`config.mk`:
```
export PLATFORM = sky130hd
export DESIGN_NAME = usb_fs_tx_serializer
export DESIGN_NICKNAME = d
export VERILOG_FILES = /design/src/rtl/usb_fs_tx_serializer.sv
export SDC_FILE = /design/constraint.sdc
export NUM_CORES = 1
export LEC_CHECK = 0
export CORE_MARGIN = 5
export CORE_UTILIZATION = 35
export CTS_CLUSTER_DIAMETER = 120
export CTS_CLUSTER_SIZE = 28
export DETAILED_ROUTE_END_ITERATION = 8
export PLACE_DENSITY = 0.51
export SETUP_SLACK_MARGIN = 0.3
export SLEW_MARGIN = 20
export SYNTH_ARGS = -nofsm -noshare
export SYNTH_HDL_FRONTEND = slang
export SYNTH_SLANG_ARGS = --single-unit
```
`constraint.sdc`:
```
create_clock -name clk -period 4 [get_ports clk]
set_input_delay 0.4 -clock clk [delete_from_list [all_inputs] [get_ports clk]]
set_output_delay 0.4 -clock clk [all_outputs]
set_load 0.1 [all_outputs]
```
`src/rtl/usb_fs_tx_serializer.sv`:
```
// USB full-speed transmit bit engine: SYNC, LSB-first data with bit stuffing
// and NRZI, then EOP, all timed from the reference clock.
module usb_fs_tx_serializer #(
    parameter int REF_CLK_FREQ = 48_000_000,
    parameter int USB_BIT_RATE = 12_000_000,
    parameter int STUFF_RUN    = 6
) (
    input  logic       clk,
    input  logic       rst_n,
    input  logic [7:0] tx_data,
    input  logic       tx_valid,
    input  logic       tx_last,
    output logic       tx_ready,
    output logic       tx_dp,
    output logic       tx_dn,
    output logic       tx_oe,
    output logic       tx_busy,
    output logic       tx_underrun
);
    localparam int BIT_PERIOD_TICKS = REF_CLK_FREQ / USB_BIT_RATE;
    localparam int TW = (BIT_PERIOD_TICKS > 1) ? $clog2(BIT_PERIOD_TICKS) : 1;
    localparam int OW = $clog2(STUFF_RUN + 1);

    typedef enum logic [2:0] {
        IDLE    = 3'd0,
        SYNC    = 3'd1,
        DATA    = 3'd2,
        EOP_SE0 = 3'd3,
        EOP_J   = 3'd4
    } state_t;

    state_t        r_state, w_state_next;
    logic [TW-1:0] r_timer, w_timer_next;
    logic [OW-1:0] r_ones, w_ones_next;
    logic [2:0]    r_bitcnt, w_bitcnt_next;
    logic [7:0]    r_shift, w_shift_next;
    logic          r_last, w_last_next;
    logic          r_lvl, w_lvl_next;
    logic          r_eop_cnt, w_eop_cnt_next;
    logic          r_dp, w_dp_next;
    logic          r_dn, w_dn_next;
    logic          r_oe, w_oe_next;

    logic          w_bound;
    logic          w_stuff_due;
    logic          w_byte_end;
    logic          w_need_byte;
    logic          w_emit;
    logic          w_bit;
    logic [2:0]    w_nxt_idx;

    // A bit time ends when the timer reaches its last tick.
    assign w_bound     = (r_timer == TW'(BIT_PERIOD_TICKS - 1));
    assign w_stuff_due = (r_ones == OW'(STUFF_RUN));
    // Byte-end boundary of SYNC or a data byte, after any pending stuff bit.
    assign w_byte_end  = ((r_state == SYNC) || (r_state == DATA)) && w_bound &&
                         !w_stuff_due && (r_bitcnt == 3'd7);
    assign w_need_byte = w_byte_end && !r_last;
    assign w_nxt_idx   = r_bitcnt + 3'd1;

    assign tx_ready    = w_need_byte && tx_valid;
    assign tx_underrun = w_need_byte && !tx_valid;
    assign tx_dp       = r_dp;
    assign tx_dn       = r_dn;
    assign tx_oe       = r_oe;
    assign tx_busy     = r_oe;

    // Next-state logic: sequencing, byte loading, stuffing and NRZI encoding.
    always_comb begin
        w_state_next   = r_state;
        w_timer_next   = r_timer;
        w_ones_next    = r_ones;
        w_bitcnt_next  = r_bitcnt;
        w_shift_next   = r_shift;
        w_last_next    = r_last;
        w_lvl_next     = r_lvl;
        w_eop_cnt_next = r_eop_cnt;
        w_dp_next      = r_dp;
        w_dn_next      = r_dn;
        w_oe_next      = r_oe;
        w_emit         = 1'b0;
        w_bit          = 1'b0;

        if (r_state != IDLE) begin
            w_timer_next = w_bound ? '0 : r_timer + TW'(1);
        end

        case (r_state)
            IDLE: begin
                if (tx_valid) begin
                    // First SYNC bit is a 0: line goes from J to K right away.
                    w_state_next  = SYNC;
                    w_timer_next  = '0;
                    w_bitcnt_next = 3'd0;
                    w_ones_next   = '0;
                    w_last_next   = 1'b0;
                    w_lvl_next    = 1'b0;
                    w_dp_next     = 1'b0;
                    w_dn_next     = 1'b1;
                    w_oe_next     = 1'b1;
                end
            end
            SYNC, DATA: begin
                if (w_bound) begin
                    if (w_stuff_due) begin
                        // Stuffed 0; the data bit position does not advance.
                        w_emit = 1'b1;
                        w_bit  = 1'b0;
                    end else if (r_bitcnt != 3'd7) begin
                        w_bitcnt_next = w_nxt_idx;
                        w_emit        = 1'b1;
                        w_bit         = (r_state == SYNC) ? (w_nxt_idx == 3'd7)
                                                          : r_shift[w_nxt_idx];
                    end else if (r_last || !tx_valid) begin
                        w_state_next   = EOP_SE0;
                        w_eop_cnt_next = 1'b0;
                        w_dp_next      = 1'b0;
                        w_dn_next      = 1'b0;
                    end else begin
                        w_state_next  = DATA;
                        w_shift_next  = tx_data;
                        w_last_next   = tx_last;
                        w_bitcnt_next = 3'd0;
                        w_emit        = 1'b1;
                        w_bit         = tx_data[0];
                    end
                end
            end
            EOP_SE0: begin
                if (w_bound) begin
                    if (!r_eop_cnt) begin
                        w_eop_cnt_next = 1'b1;
                    end else begin
                        w_state_next = EOP_J;
                        w_dp_next    = 1'b1;
                        w_dn_next    = 1'b0;
                    end
                end
            end
            EOP_J: begin
                if (w_bound) begin
                    w_state_next = IDLE;
                    w_timer_next = '0;
                    w_oe_next    = 1'b0;
                    w_dp_next    = 1'b1;
                    w_dn_next    = 1'b0;
                end
            end
            default: begin
                w_state_next = IDLE;
                w_oe_next    = 1'b0;
                w_dp_next    = 1'b1;
                w_dn_next    = 1'b0;
            end
        endcase

        if (w_emit) begin
            // NRZI: 0 toggles the level, 1 holds it and extends the ones run.
            w_lvl_next  = w_bit ? r_lvl : ~r_lvl;
            w_ones_next = w_bit ? OW'(r_ones + OW'(1)) : '0;
            w_dp_next   = w_lvl_next;
            w_dn_next   = ~w_lvl_next;
        end
    end

    // State and line registers; reset forces idle J with the driver off.
    always_ff @(posedge clk or negedge rst_n) begin
        if (!rst_n) begin
            r_state   <= IDLE;
            r_timer   <= '0;
            r_ones    <= '0;
            r_bitcnt  <= 3'd0;
            r_shift   <= 8'd0;
            r_last    <= 1'b0;
            r_lvl     <= 1'b1;
            r_eop_cnt <= 1'b0;
            r_dp      <= 1'b1;
            r_dn      <= 1'b0;
            r_oe      <= 1'b0;
        end else begin
            r_state   <= w_state_next;
            r_timer   <= w_timer_next;
            r_ones    <= w_ones_next;
            r_bitcnt  <= w_bitcnt_next;
            r_shift   <= w_shift_next;
            r_last    <= w_last_next;
            r_lvl     <= w_lvl_next;
            r_eop_cnt <= w_eop_cnt_next;
            r_dp      <= w_dp_next;
            r_dn      <= w_dn_next;
            r_oe      <= w_oe_next;
        end
    end
endmodule
```
# Word-level counts from Yosys, hierarchy flattened
# Index checks and enable logic that the tools add are counted.
# totals
register_bits	25
inputBits	12
output_inout_bits	6
wordCells	137
# op_classes
addsub	3
n_lt_le_gt_ge	1
n_eq_ne	27
n_mux	62
bitwise_logic	6
reduce_logical	27
# op_table
op	count
2-to-1 mux 3 bit	15
2-to-1 mux 1 bit	34
!= test 3 bit, second input constant	10
!= test 2 bit, second input constant	9
equality test 3 bit, second input constant	4
case mux 3 bit (4 select lines)	1
AND reduction 6 bit	2
AND reduction 5 bit	2
2-to-1 mux 2 bit	4
case mux 1 bit (4 select lines)	2
AND reduction 8 bit	1
nonzero test 2 bit	4
AND reduction 7 bit	1
adder 3 x 1 -> 3 bit, second input constant	2
equality test 3 x 2 -> 1 bit, second input constant	2
logical AND 1 bit	6
NOT 1 bit	6
case mux 3 bit (2 select lines)	1
less-than comparator 3 x 4 -> 1 bit, second input constant	1
case mux 1 bit (2 select lines)	2
case mux 2 bit (2 select lines)	1
binary-select mux 1 bit (select 3 bit)	1
equality test 3 x 1 -> 1 bit, second input constant	1
logical NOT 1 bit	3
other kinds (10)	11

# Depth between registers and ports, before layout
# depth
word_depth	11
mapped_depth	9
mapped_depth_nobuf	8

# Least setup slack after synthesis
# OpenSTA, ideal clock, no wires.
# synth_path
kind	reg2out
from	reg r_bitcnt[0]
to	out tx_underrun
arrival_time_ns	3.286
required_ns	3.600
path_slack_ns	0.314
path_stages_with_launch	7
n_path_buf	0
cell_sequence	dfrtp_1 ha_1 ha_1 inv_1 a21oi_1 nand2_1 nor3_1
# synth_between
elab_chain_cells	4
# synth_lines
item	line_no	source
from (decl)	35	logic [2:0] r_bitcnt, w_bitcnt_next;
from (signal assigned)	184	r_bitcnt <= w_bitcnt_next;
equality test 3 bit	57	!w_stuff_due && (r_bitcnt == 3'd7);
logical AND 1 bit	57	
logical AND 1 bit	58	assign w_need_byte = w_byte_end && !r_last;
logical AND 1 bit	62	assign tx_underrun = w_need_byte && !tx_valid;
to (decl)	18	output logic tx_underrun
# Every way passes these cells.

# Worst setup path in the final report
# layout_path
from	reg r_bitcnt[0]
to	out tx_ready
# layout_between
elab_chain_cells	4
# layout_lines
item	line_no	source
equality test 3 bit	57	
logical AND 1 bit	57	
logical AND 1 bit	58	
logical AND 1 bit	61	assign tx_ready = w_need_byte && tx_valid;
to (decl)	13	output logic tx_ready,
# Every way passes these cells.

==> results.py <==
metrics = {
    "sta": {
        "max_clock_freq_ghz": 0.3471,
        "setup_viol": 0,
        "max_slew_margin": 0.3497,
        "worstMarginPinSlew_ns": 0.9724,
        "hold_viol_final": 0,
        "maxSlewViolCount": 0,
        "skew_ns": 0.003601,
        "timing.final.crit_period_ns": 2.881,
        "setup_tns_ns": 0,
        "fin_crit_sh": 0.7203,
        "rsz0062_at_grt": "false",
    },
    "drt": {
        "viasPerCell": 5.315,
        "wl_per_cell_um": 15.00,
        "drtIter0Drc": 47,
        "ant_nets": 0,
        "vias": 1079,
        "firstDrtPassIters": 4,
        "wl_um": 3046,
        "drc": 0,
    },
    "floorplanning": {
        "die_area_mm2": 0.005485,
        "dieHeight_um": 74.06,
        "die_w_um": 74.06,
        "num_io_pins": 18,
        "rows": 23,
        "start_util": 0.3591,
        "core_mm2": 0.004000,
    },
    "place": {
        "portBuffers": 17,
        "gp_congestion": 0.7793,
        "dp_hpwl_um": 2285,
    },
    "setup_path": {
        "cp_cell_sequence": "ha_1 > ha_1 > inv_1 > a21oi_1 > nand3_2 > inv_1 > buf_4",
        "cp_max_fo": 9,
        "critPathKind": "reg2out",
        "cp_data_arrival_time_ns": 2.48,
        "crit_slowest_cell": "dfrtp_1",
        "cp-start-kind": "flip-flop",
        "endpoint_kind": "output pin",
        "max_stage_delay_ns": 0.50,
        "cp.required_ns": 3.60,
    },
    "synth": {
        "avgSynthCellArea_um2": 10.41,
        "synth_warnings": 0,
        "ys.flop_type": "dfrtp_1",
        "yosysSeqAreaShare": 0.4373,
        "async_reset_ff_frac": 1.000,
        "syn_inst": 138,
        "synth-edff-count": 0,
        "synth_nets": 156,
        "synth_cell_types": 46,
        "netlist_area_mm2": 0.001436,
        "synth_top_area_cell": "dfrtp_1",
        "yosys.area.top_type_share": 0.4007,
        "synthTopCellsByArea": "dfrtp_1 40%, mux2_2 7.8%, ha_1 5.2%, dfstp_2 3.7%, nand2_1 3.4%",
        "ys_seq_elements": 25,
    },
    "finish": {
        "layout.nets": 172,
        "multi_input_area_um2": 732.0,
        "drive_gt1_frac": 0.1830,
        "fillers": 404,
        "seqCellArea_um2": 628.1,
        "syn2layout_area_growth_pct": 15.85,
        "num_antenna_cells": 0,
    },
    "global_routing": {
        "grt_max_degree": 26,
        "grtUsageTotal": 0.1235,
        "grt_remaining_overflow": 0,
        "grt_pass1_wl_um": 5250,
        "grt_pass1_vias": 1102,
        "antenna_found_initial": 0,
    },
    "power": {
        "power.density_mw_per_mm2": 713.6,
        "leakagePower_uw": 0.0007366,
        "total_power_uw": 1187,
        "peakVddDrop_mv": 0.1944,
    },
    "clock_network": {
        "hold_buffers": 0,
        "clock-sinks": 25,
        "clk-insertion-delay-late_ns": 0.27,
        "path_clk_slew_ns": 0.09,
        "post_cts_buffers": 0,
        "numCtsBuffers": 3,
        "cts_buffer_depth": 2,
        "cts_resized": 0,
        "root_buffer": "clkbuf_8",
        "cts_tree": "built",
        "cts_htree_levels": 1,
    },
    "run": {
        "maxCapViolCount": 0,
    },
    "status": {
        "outcome": "complete, no violations",
    },
    "min_path": {
        "hold_class": "in2async",
    },
}
-- kinds of logic after synthesis --
kind of cell | share of synthesized area
AO/OA/AOI/OAI | 0.1882
XOR/XNOR | 0.01743
adder cells (fa/ha/maj) | 0.05226
buffers and inverters | 0.05313
flip-flops | 0.4373
multiplexers | 0.1220
AND/OR/NAND/NOR | 0.1298
-- state kept, by name (all words and copies together), names as in the netlist --
register	cells
r_bitcnt	3
r_eop_cnt	1
r_last	1
r_lvl	1
r_ones	3
r_shift	8
r_state	3
r_timer	2
tx_busy	1
tx_dn	1
tx_dp	1
-- power breakdown --
group,switching [µW],internal (µW),leakage [µW]
Combinational,364,242,0.000394
Clock,84.1,69.8,0.0000255
Sequential,83.5,344,0.000317
Total,531,656,0.000737
-- synthesized netlist by cell type, types with 2 or more instances --
library cell	n
nand2_1	13
dfrtp_1	23
dfstp_2	2
mux2i_1	4
mux2_2	10
buf_6	3
a22o_1	2
clkbuf_1	2
inv_1	6
nand2b_1	2
o31ai_1	2
ha_1	6
o21ai_0	9
nor3_1	2
a31oi_1	4
nor2_1	10
nor3b_1	3
a21oi_1	7
-- worst paths after layout --
kind | cells past startpoint | to | slack [ns] | startpoint
worst max register to register | 7 | r_lvl$_DFFE_PN1P_ | 1.69 | r_bitcnt[0]$_DFFE_PN0P_
min in group clk | 1 | r_timer[0]$_DFF_PN0_ | 0.50 | r_timer[0]$_DFF_PN0_
worst min-delay path | 2 | r_state[1]$_DFFE_PN0P_ | 0.48 | rst_n
max in group asynchronous | 2 | tx_dp$_DFFE_PN1P_ | 3.21 | rst_n
worst max-delay path | 7 | tx_ready | 1.12 | r_bitcnt[0]$_DFFE_PN0P_
worst min register to register | 1 | r_timer[0]$_DFF_PN0_ | 0.50 | r_timer[0]$_DFF_PN0_
-- critical path, delay by kind of cell (launching register included) --
family	cells	cell delay (ns)
adder cells (fa/ha/maj)	2	0.48
flip-flops	1	0.50
buffers and inverters	3	0.49
AO/OA/AOI/OAI	1	0.43
AND/OR/NAND/NOR	1	0.29
-- routing by layer --
| metal | global-route usage | vias to the layer above | share of wire |
|---|---|---|---|
| met5 | 0 | - | 0 |
| met4 | 0.04225 | 0 | 0.012 |
| met3 | 0.02162 | 4 | 0.033 |
| met2 | 0.2037 | 20 | 0.48 |
| met1 | 0.1637 | 525 | 0.48 |
| li1 | - | 530 | - |
-- cell type report --
cell class | count | share of cell area
Sequential cell | 25 | 0.3774
Inverter | 6 | 0.01353
Tap cell | 50 | 0.03759
Clock inverter | 1 | 0.003008
Clock buffer | 3 | 0.02481
Multi-Input combinational cell | 100 | 0.4398
Timing Repair Buffer | 18 | 0.1038
-- stage by stage --
step / hold WS, ns / util / instance area, µm² / setup WS (ns) / instances
after detailed placement: 0.4878 / 0.4044 / 1618 / 1.422 / 199
after global routing: 0.5151 / 0.4160 / 1664 / 0.8356 / 203
after floorplan: 0.1044 / - / 1436 / 0.3142 / 138
after global placement: 0.4854 / 0.4044 / 1618 / 1.480 / 199
after CTS: 0.4944 / 0.4160 / 1664 / 1.093 / 203
final: 0.4828 / 0.4160 / 1664 / 1.119 / 203
-- cells in the final DEF (no fill, tap or decap), drive strengths merged, types with 3 or more instances in the layout --
cell type / synthesis / layout
nand2b: 3 / 3
a31oi: 4 / 4
mux2: 10 / 10
o31ai: 3 / 3
dfrtp: 23 / 23
ha: 6 / 6
nor2: 11 / 11
nor3b: 3 / 3
buf: 5 / 3
clkbuf: 2 / 3
o21ai: 9 / 9
a21oi: 7 / 7
inv: 6 / 6
clkdlybuf4s50: 0 / 15
mux2i: 4 / 4
nand2: 13 / 13
Power figures use the tool's default switching activity.
